[src/rtl/io_port_responder.sv]
`default_nettype none
// ============================================================================
// io_port_responder: device-side responder for CPU port SEND/RECV requests,
// queueing host messages in a FIFO and stalling RECVs until the host answers.
// Revision: 1.0
// ============================================================================
module io_port_responder #(
    parameter int DATA_W     = 16,
    parameter int FIFO_DEPTH = 4
) (
    input  logic              clk,
    input  logic              rstn,
    input  logic              cpu_req,
    input  logic              cpu_dir,
    input  logic [DATA_W-1:0] cpu_port,
    input  logic [DATA_W-1:0] cpu_data,
    output logic              cpu_ack,
    output logic [DATA_W-1:0] cpu_result,
    output logic              tx_valid,
    input  logic              tx_ready,
    output logic              tx_kind,
    output logic [DATA_W-1:0] tx_port,
    output logic [DATA_W-1:0] tx_data,
    input  logic              rx_valid,
    output logic              rx_ready,
    input  logic [DATA_W-1:0] rx_data,
    input  logic              rx_halt,
    output logic              halted
);

    localparam int PTR_W = $clog2(FIFO_DEPTH);
    localparam int CNT_W = PTR_W + 1;

    typedef enum logic [1:0] {
        IDLE    = 2'd0,
        WAIT_RX = 2'd1,
        ACK     = 2'd2
    } state_t;

    state_t              state_q, state_d;
    logic [PTR_W-1:0]    wr_ptr_q, wr_ptr_d;
    logic [PTR_W-1:0]    rd_ptr_q, rd_ptr_d;
    logic [CNT_W-1:0]    count_q, count_d;
    logic                halted_q, halted_d;
    logic [DATA_W-1:0]   result_q, result_d;

    logic                fifo_kind_q [FIFO_DEPTH];
    logic [DATA_W-1:0]   fifo_port_q [FIFO_DEPTH];
    logic [DATA_W-1:0]   fifo_data_q [FIFO_DEPTH];

    logic                w_full;
    logic                w_accept;
    logic                w_pop;

    // Push eligibility uses the registered count, so a full FIFO blocks a
    // push even when the host pops in the same cycle.
    always_comb begin
        w_full   = (count_q == CNT_W'(FIFO_DEPTH));
        w_accept = (state_q == IDLE) && cpu_req && !halted_q && !w_full;
        w_pop    = (count_q != '0) && tx_ready;

        state_d  = state_q;
        halted_d = halted_q;
        result_d = result_q;

        case (state_q)
            IDLE: begin
                if (w_accept) begin
                    state_d = cpu_dir ? ACK : WAIT_RX;
                end
            end
            WAIT_RX: begin
                if (rx_valid) begin
                    state_d = ACK;
                    if (rx_halt) begin
                        halted_d = 1'b1;
                        result_d = '0;
                    end else begin
                        result_d = rx_data;
                    end
                end
            end
            ACK: begin
                state_d = IDLE;
            end
            default: begin
                state_d = IDLE;
            end
        endcase

        wr_ptr_d = wr_ptr_q + PTR_W'(w_accept);
        rd_ptr_d = rd_ptr_q + PTR_W'(w_pop);
        count_d  = count_q + CNT_W'(w_accept) - CNT_W'(w_pop);
    end

    always_ff @(posedge clk or negedge rstn) begin
        if (!rstn) begin
            state_q  <= IDLE;
            wr_ptr_q <= '0;
            rd_ptr_q <= '0;
            count_q  <= '0;
            halted_q <= 1'b0;
            result_q <= '0;
        end else begin
            state_q  <= state_d;
            wr_ptr_q <= wr_ptr_d;
            rd_ptr_q <= rd_ptr_d;
            count_q  <= count_d;
            halted_q <= halted_d;
            result_q <= result_d;
        end
    end

    // Payload storage needs no reset: the head outputs are masked while empty.
    always_ff @(posedge clk) begin
        if (w_accept) begin
            fifo_kind_q[wr_ptr_q] <= cpu_dir;
            fifo_port_q[wr_ptr_q] <= cpu_port;
            fifo_data_q[wr_ptr_q] <= cpu_dir ? cpu_data : '0;
        end
    end

    assign cpu_ack    = (state_q == ACK);
    assign rx_ready   = (state_q == WAIT_RX);
    assign cpu_result = result_q;
    assign halted     = halted_q;
    assign tx_valid   = (count_q != '0);
    assign tx_kind    = tx_valid ? fifo_kind_q[rd_ptr_q] : 1'b0;
    assign tx_port    = tx_valid ? fifo_port_q[rd_ptr_q] : '0;
    assign tx_data    = tx_valid ? fifo_data_q[rd_ptr_q] : '0;

endmodule
`default_nettype wire

[config.mk]
export PLATFORM = sky130hd
export DESIGN_NAME = io_port_responder
export DESIGN_NICKNAME = d
export VERILOG_FILES = /design/src/rtl/io_port_responder.sv
export SDC_FILE = /design/constraint.sdc
export NUM_CORES = 1
export LEC_CHECK = 0
export CAP_MARGIN = 20
export CELL_PAD_IN_SITES_DETAIL_PLACEMENT = 1
export CELL_PAD_IN_SITES_GLOBAL_PLACEMENT = 1
export CORE_MARGIN = 2
export CORE_UTILIZATION = 42
export CTS_BUF_LIST = sky130_fd_sc_hd__clkbuf_2 sky130_fd_sc_hd__clkbuf_4 sky130_fd_sc_hd__clkbuf_8
export DETAILED_ROUTE_END_ITERATION = 16
export PLACE_DENSITY = 0.82
export RECOVER_POWER = 50
export SLEW_MARGIN = 40
export SYNTH_ARGS = -nofsm -noshare
export SYNTH_HDL_FRONTEND = slang
export SYNTH_SLANG_ARGS = --single-unit
[constraint.sdc]
create_clock -name clk -period 3.49 [get_ports clk]
set_input_delay 0.349 -clock clk [delete_from_list [all_inputs] [get_ports clk]]
set_output_delay 0.349 -clock clk [all_outputs]
set_load 0.01 [all_outputs]
* Yosys cells after proc, flatten, opt, wreduce, memory -nomap -nowiden
Memories as Yosys holds them, arrays and structs flattened. Index checks and enable logic that the tools add are counted.
Word-level totals: flip-flop bits (word level) 26, bits in writable memories 132, input bits 55, output and inout port bits 53, logic and storage cells 40, memories kept 3
Memory list:
- fifo_data_q | depth 4, bits a word 16, read ports 1, clocked after memory_dff 0, write ports 1, line 49 | logic [DATA_W-1:0] fifo_data_q [FIFO_DEPTH];
- fifo_port_q | depth 4, bits a word 16, read ports 1, clocked after memory_dff 0, write ports 1, line 48 | logic [DATA_W-1:0] fifo_port_q [FIFO_DEPTH];
- fifo_kind_q | depth 4, bits a word 1, read ports 1, clocked after memory_dff 0, write ports 1, line 47 | logic fifo_kind_q [FIFO_DEPTH];
Operators by class: $add $sub $neg 4, eq/ne operators 5, muxes and demuxes 11, reduce and logical (&&, ||, !) cells 11
Operators with widths (count):
- two-way mux 16 bit | 4
- two-way mux 2 bit | 3
- adder 2 x 1 -> 2 bit | 2
- logical AND 1 bit | 4
- inequality test 2 bit (second input constant) | 2
- one-hot mux 2 bit (2 select lines) | 1
- AND reduction 2 bit | 2
- adder 3 x 1 -> 3 bit | 1
- equality test 3 bit (second input constant) | 1
- two-way mux 1 bit | 3
- AND reduction 3 bit | 1
- nonzero test 3 bit | 1
- subtractor 3 x 1 -> 3 bit | 1
- equality test 2 x 1 -> 1 bit (second input constant) | 1
- equality test 2 bit (second input constant) | 1
- logical NOT 1 bit | 2
- logical NOT 2 bit | 1

* Logic depth before layout (Yosys ltp)
depth after elaboration 6, gate-level depth with buffers 8, mapped depth without buffers 8

* Worst setup path before layout
No wires, ideal clock.
path kind register -> register, start register state_q[0], end memory fifo_data_q[0][0], enable pin, library setup time 0.464 ns, arrival 3.101 ns, data required time 3.026 ns, slack -0.076 ns, cell stages (with the launch flop) 4, buffers on the path 0, clock period less this slack 3.566 ns, cells stage by stage dfrtp_1 -> nor2_1 -> nand4b_2 -> nor3_1
On the way: cells in the longest elaborated chain, start to end 6
Ends and longest elaborated chain:
- start, declared | line 40 | state_t state_q, state_d;
- start signal, assigned | line 105 | state_q <= state_d;
- logical NOT 2 bit | line 59 | w_accept = (state_q == IDLE) && cpu_req && !halted_q && !w_full;
- logical AND 1 bit (3 in series) | line 59
- two-way mux 1 bit | line 116 | if (w_accept) begin
- two-way mux 1 bit | line 119 | fifo_data_q[wr_ptr_q] <= cpu_dir ? cpu_data : '0;
- end, declared | line 49
Every way passes these cells.

* Worst setup path in the final report
start register rd_ptr_q[0], end output tx_data[15]
On the way: cells in the longest elaborated chain, start to end 2
Ends and longest elaborated chain:
- start, declared | line 42 | logic [PTR_W-1:0] rd_ptr_q, rd_ptr_d;
- start signal, assigned | line 107 | rd_ptr_q <= rd_ptr_d;
- memory read (4 x 16 bit)
- two-way mux 16 bit | line 130 | assign tx_data = tx_valid ? fifo_data_q[rd_ptr_q] : '0;
- end, declared | line 23 | output logic [DATA_W-1:0] tx_data,
Every way passes these cells.

==> flow_summary.json <==
{
  "wl_um": 12600,
  "avgViaCountPerCell": 5.08,
  "fin_ws_ps": 526,
  "synth-edff-count": 132,
  "final_hold_viol_count": 0,
  "syn_area_per_cell_um2": 18.6,
  "rows": 44,
  "synth_seq_area_share": 0.735,
  "dieWidth_um": 126,
  "critPathKind": "flop to output pin",
  "num_vias": 3333,
  "worstMarginPinSlew_ps": 1440,
  "slew-limit-headroom": 0.0421,
  "grt_pass1_wl_um": 20500,
  "cts_resized": 0,
  "peakVddDrop_mv": 0.368,
  "setup-violations-final": 0,
  "ys.warnings.count": 0,
  "fmax_ghz": 0.337,
  "layout_commonest_cell": "edfxtp_1",
  "grt_pass1_vias": 3684,
  "critPathMaxFanout": 23,
  "hpwl_um": 8420,
  "clk_pin_slew_ps": 90,
  "nets": 516,
  "area_growth_pct": 26.7,
  "clock_skew_ps": 13.3,
  "cts_root_buf": "clkbuf_8",
  "post-place-ws_ps": 930,
  "htreeDepth": 4,
  "synthFlopType": "edfxtp_1",
  "dieArea_um2": 15900,
  "syn-cell-area_um2": 6280,
  "critPathMaxStageDelay_ps": 650,
  "syn_inst": 337,
  "cts_hold_buffers": 1,
  "total_leakage_power_nw": 2.75,
  "io_pins": 108,
  "status": "finished clean",
  "start_util": 0.430,
  "fin_crit_ps": 2960,
  "route.detailed.drc": 0,
  "clk_latency_ps": 430,
  "netlist-cell-type-count": 29,
  "cts_max_path_buffers": 2,
  "dp.cells": 622,
  "cp-end-kind": "output pin",
  "ys_ff_latch": 158,
  "tns_ps": 0,
  "avgRoutedWirePerCell_um": 19.2,
  "p_per_area_nw_per_um2": 755,
  "drv_slew": 0,
  "synthArstFlopShare": 0.165,
  "cts_tree": "built",
  "dr.first_iter.drc_count": 240,
  "fin_cells": 656,
  "crit_required_ps": 3140,
  "layout_common_cells": "edfxtp_1, clkdlybuf4s50_1, and2_1",
  "syn_nets": 395,
  "power_mw": 6.01,
  "grt_usage": 0.171,
  "crit_path_top_delay_cell": "dfrtp_2",
  "rsz0062_at_grt": "false",
  "tritoncts.num_buffers": 17,
  "crit_chain": "buf_12 > mux4_1 > and2_1 > clkdlybuf4s50_1",
  "cap_violations": 0,
  "postRouteAntennaNets": 0,
  "antenna_found_initial": 1,
  "drive_above_1_share": 0.159,
  "grt-ovfl-total": 0,
  "port_buffers": 107,
  "grt_max_degree": 35,
  "dr.pass1.iters": 4,
  "cts_setup_buffers": 0,
  "arrival_ps": 2620,
  "cts.sinks": 158,
  "core_um2": 14600,
  "die_h_um": 126,
  "gp_congestion": 0.690,
  "worstSetupStartpointType": "flop",
  "period_share": 0.849,
  "hold_path_class": "input pin to flop"
}
sequential cells by signal, indices dropped and copies added (netlist names):
signal	flops
wr_ptr_q	2
state_q	2
fifo_data_q	64
rd_ptr_q	2
halted	1
fifo_kind_q	4
count_q	3
fifo_port_q	64
cpu_result	16
final cells by class:
cell class | count | area [µm²]
Inverter | 5 | 18.8
Antenna cell | 1 | 2.50
Tap cell | 184 | 230
Fill cell | 1331 | 6630
Timing Repair Buffer | 119 | 1160
Clock buffer | 18 | 241
Clock inverter | 14 | 150
Multi-Input combinational cell | 157 | 1540
Sequential cell | 158 | 4620
where the power goes:
group / internal, mW / total, mW / switching [mW]
sequential: 2.32 / 2.56 / 0.241
clock: 0.701 / 1.33 / 0.630
combinational: 1.27 / 2.12 / 0.847
total: 4.29 / 6.01 / 1.72
layer usage:
metal	part of all wire	up-vias	wire length (µm)	GRT usage
li1	-	1528	-	-
met1	0.43	1707	5420	0.222
met2	0.51	89	6400	0.285
met3	0.053	9	665	0.0514
met4	0.0088	0	111	0.0427
met5	0	-	0	0
path summary, 6_finish.rpt:
| kind | startpoint | endpoint | slack [ps] | depth (start not counted) |
|---|---|---|---|---|
| max in group asynchronous | rstn | rd_ptr_q[1] | 1680 | 2 |
| max | rd_ptr_q[0] | tx_data[15] | 530 | 4 |
| max reg2reg | count_q[0] | count_q[2] | 960 | 8 |
| min in group asynchronous | rstn | count_q[1] | 780 | 2 |
| min reg2reg | cpu_result[2] | cpu_result[2] | 480 | 2 |
| min | rx_data[4] | cpu_result[4] | 480 | 3 |
worst max-delay path, delay by kind of cell, from the launching register on:
kind                   cells  cell delay (ps)
muxes                      1              590
DFF                        1              650
and+or+nand+nor            1              180
buffers and inverters      2              750
synth_stat cells, types with 2 or more instances:
library cell | n | area [µm²]
nand2b_1 | 16 | 100
mux4_1 | 5 | 131
dfrtp_1 | 26 | 651
inv_1 | 4 | 15.0
xnor2_1 | 5 | 43.8
edfxtp_1 | 132 | 3960
nor3_1 | 4 | 20.0
o21ai_0 | 16 | 80.1
nand3_1 | 2 | 10.0
nand2_1 | 18 | 67.6
and2_1 | 49 | 307
mux4_2 | 28 | 631
buf_2 | 3 | 15.0
ha_1 | 2 | 25.0
clkbuf_1 | 10 | 37.5
nor2b_1 | 2 | 12.5
buf_12 | 3 | 60.1
kinds of logic (layout without fill, tap and decap cells):
group,count (synthesis),after routing,share of synthesized area
XOR/XNOR,6,6,0.00837
AND/OR/NAND/NOR,96,96,0.0889
flip-flops,158,158,0.735
other,0,1,0
adder cells (fa/ha/maj),3,3,0.00717
buffers and inverters,22,156,0.0227
multiplexers,33,33,0.121
AO/OA/AOI/OAI,19,19,0.0167
stage by stage:
| step | hold WS [ps] | cell area (µm²) | util |
|---|---|---|---|
| 6_report | 482 | 7960 | 0.546 |
| 5_1_grt | 458 | 7960 | 0.545 |
| 4_1_cts | 442 | 7980 | 0.547 |
| 3_5_place_dp | 395 | 7570 | 0.519 |
| 3_3_place_gp | 462 | 7570 | 0.519 |
| 2_1_floorplan | 53.4 | 6280 | - |
(Power assumes the default switching activity.)
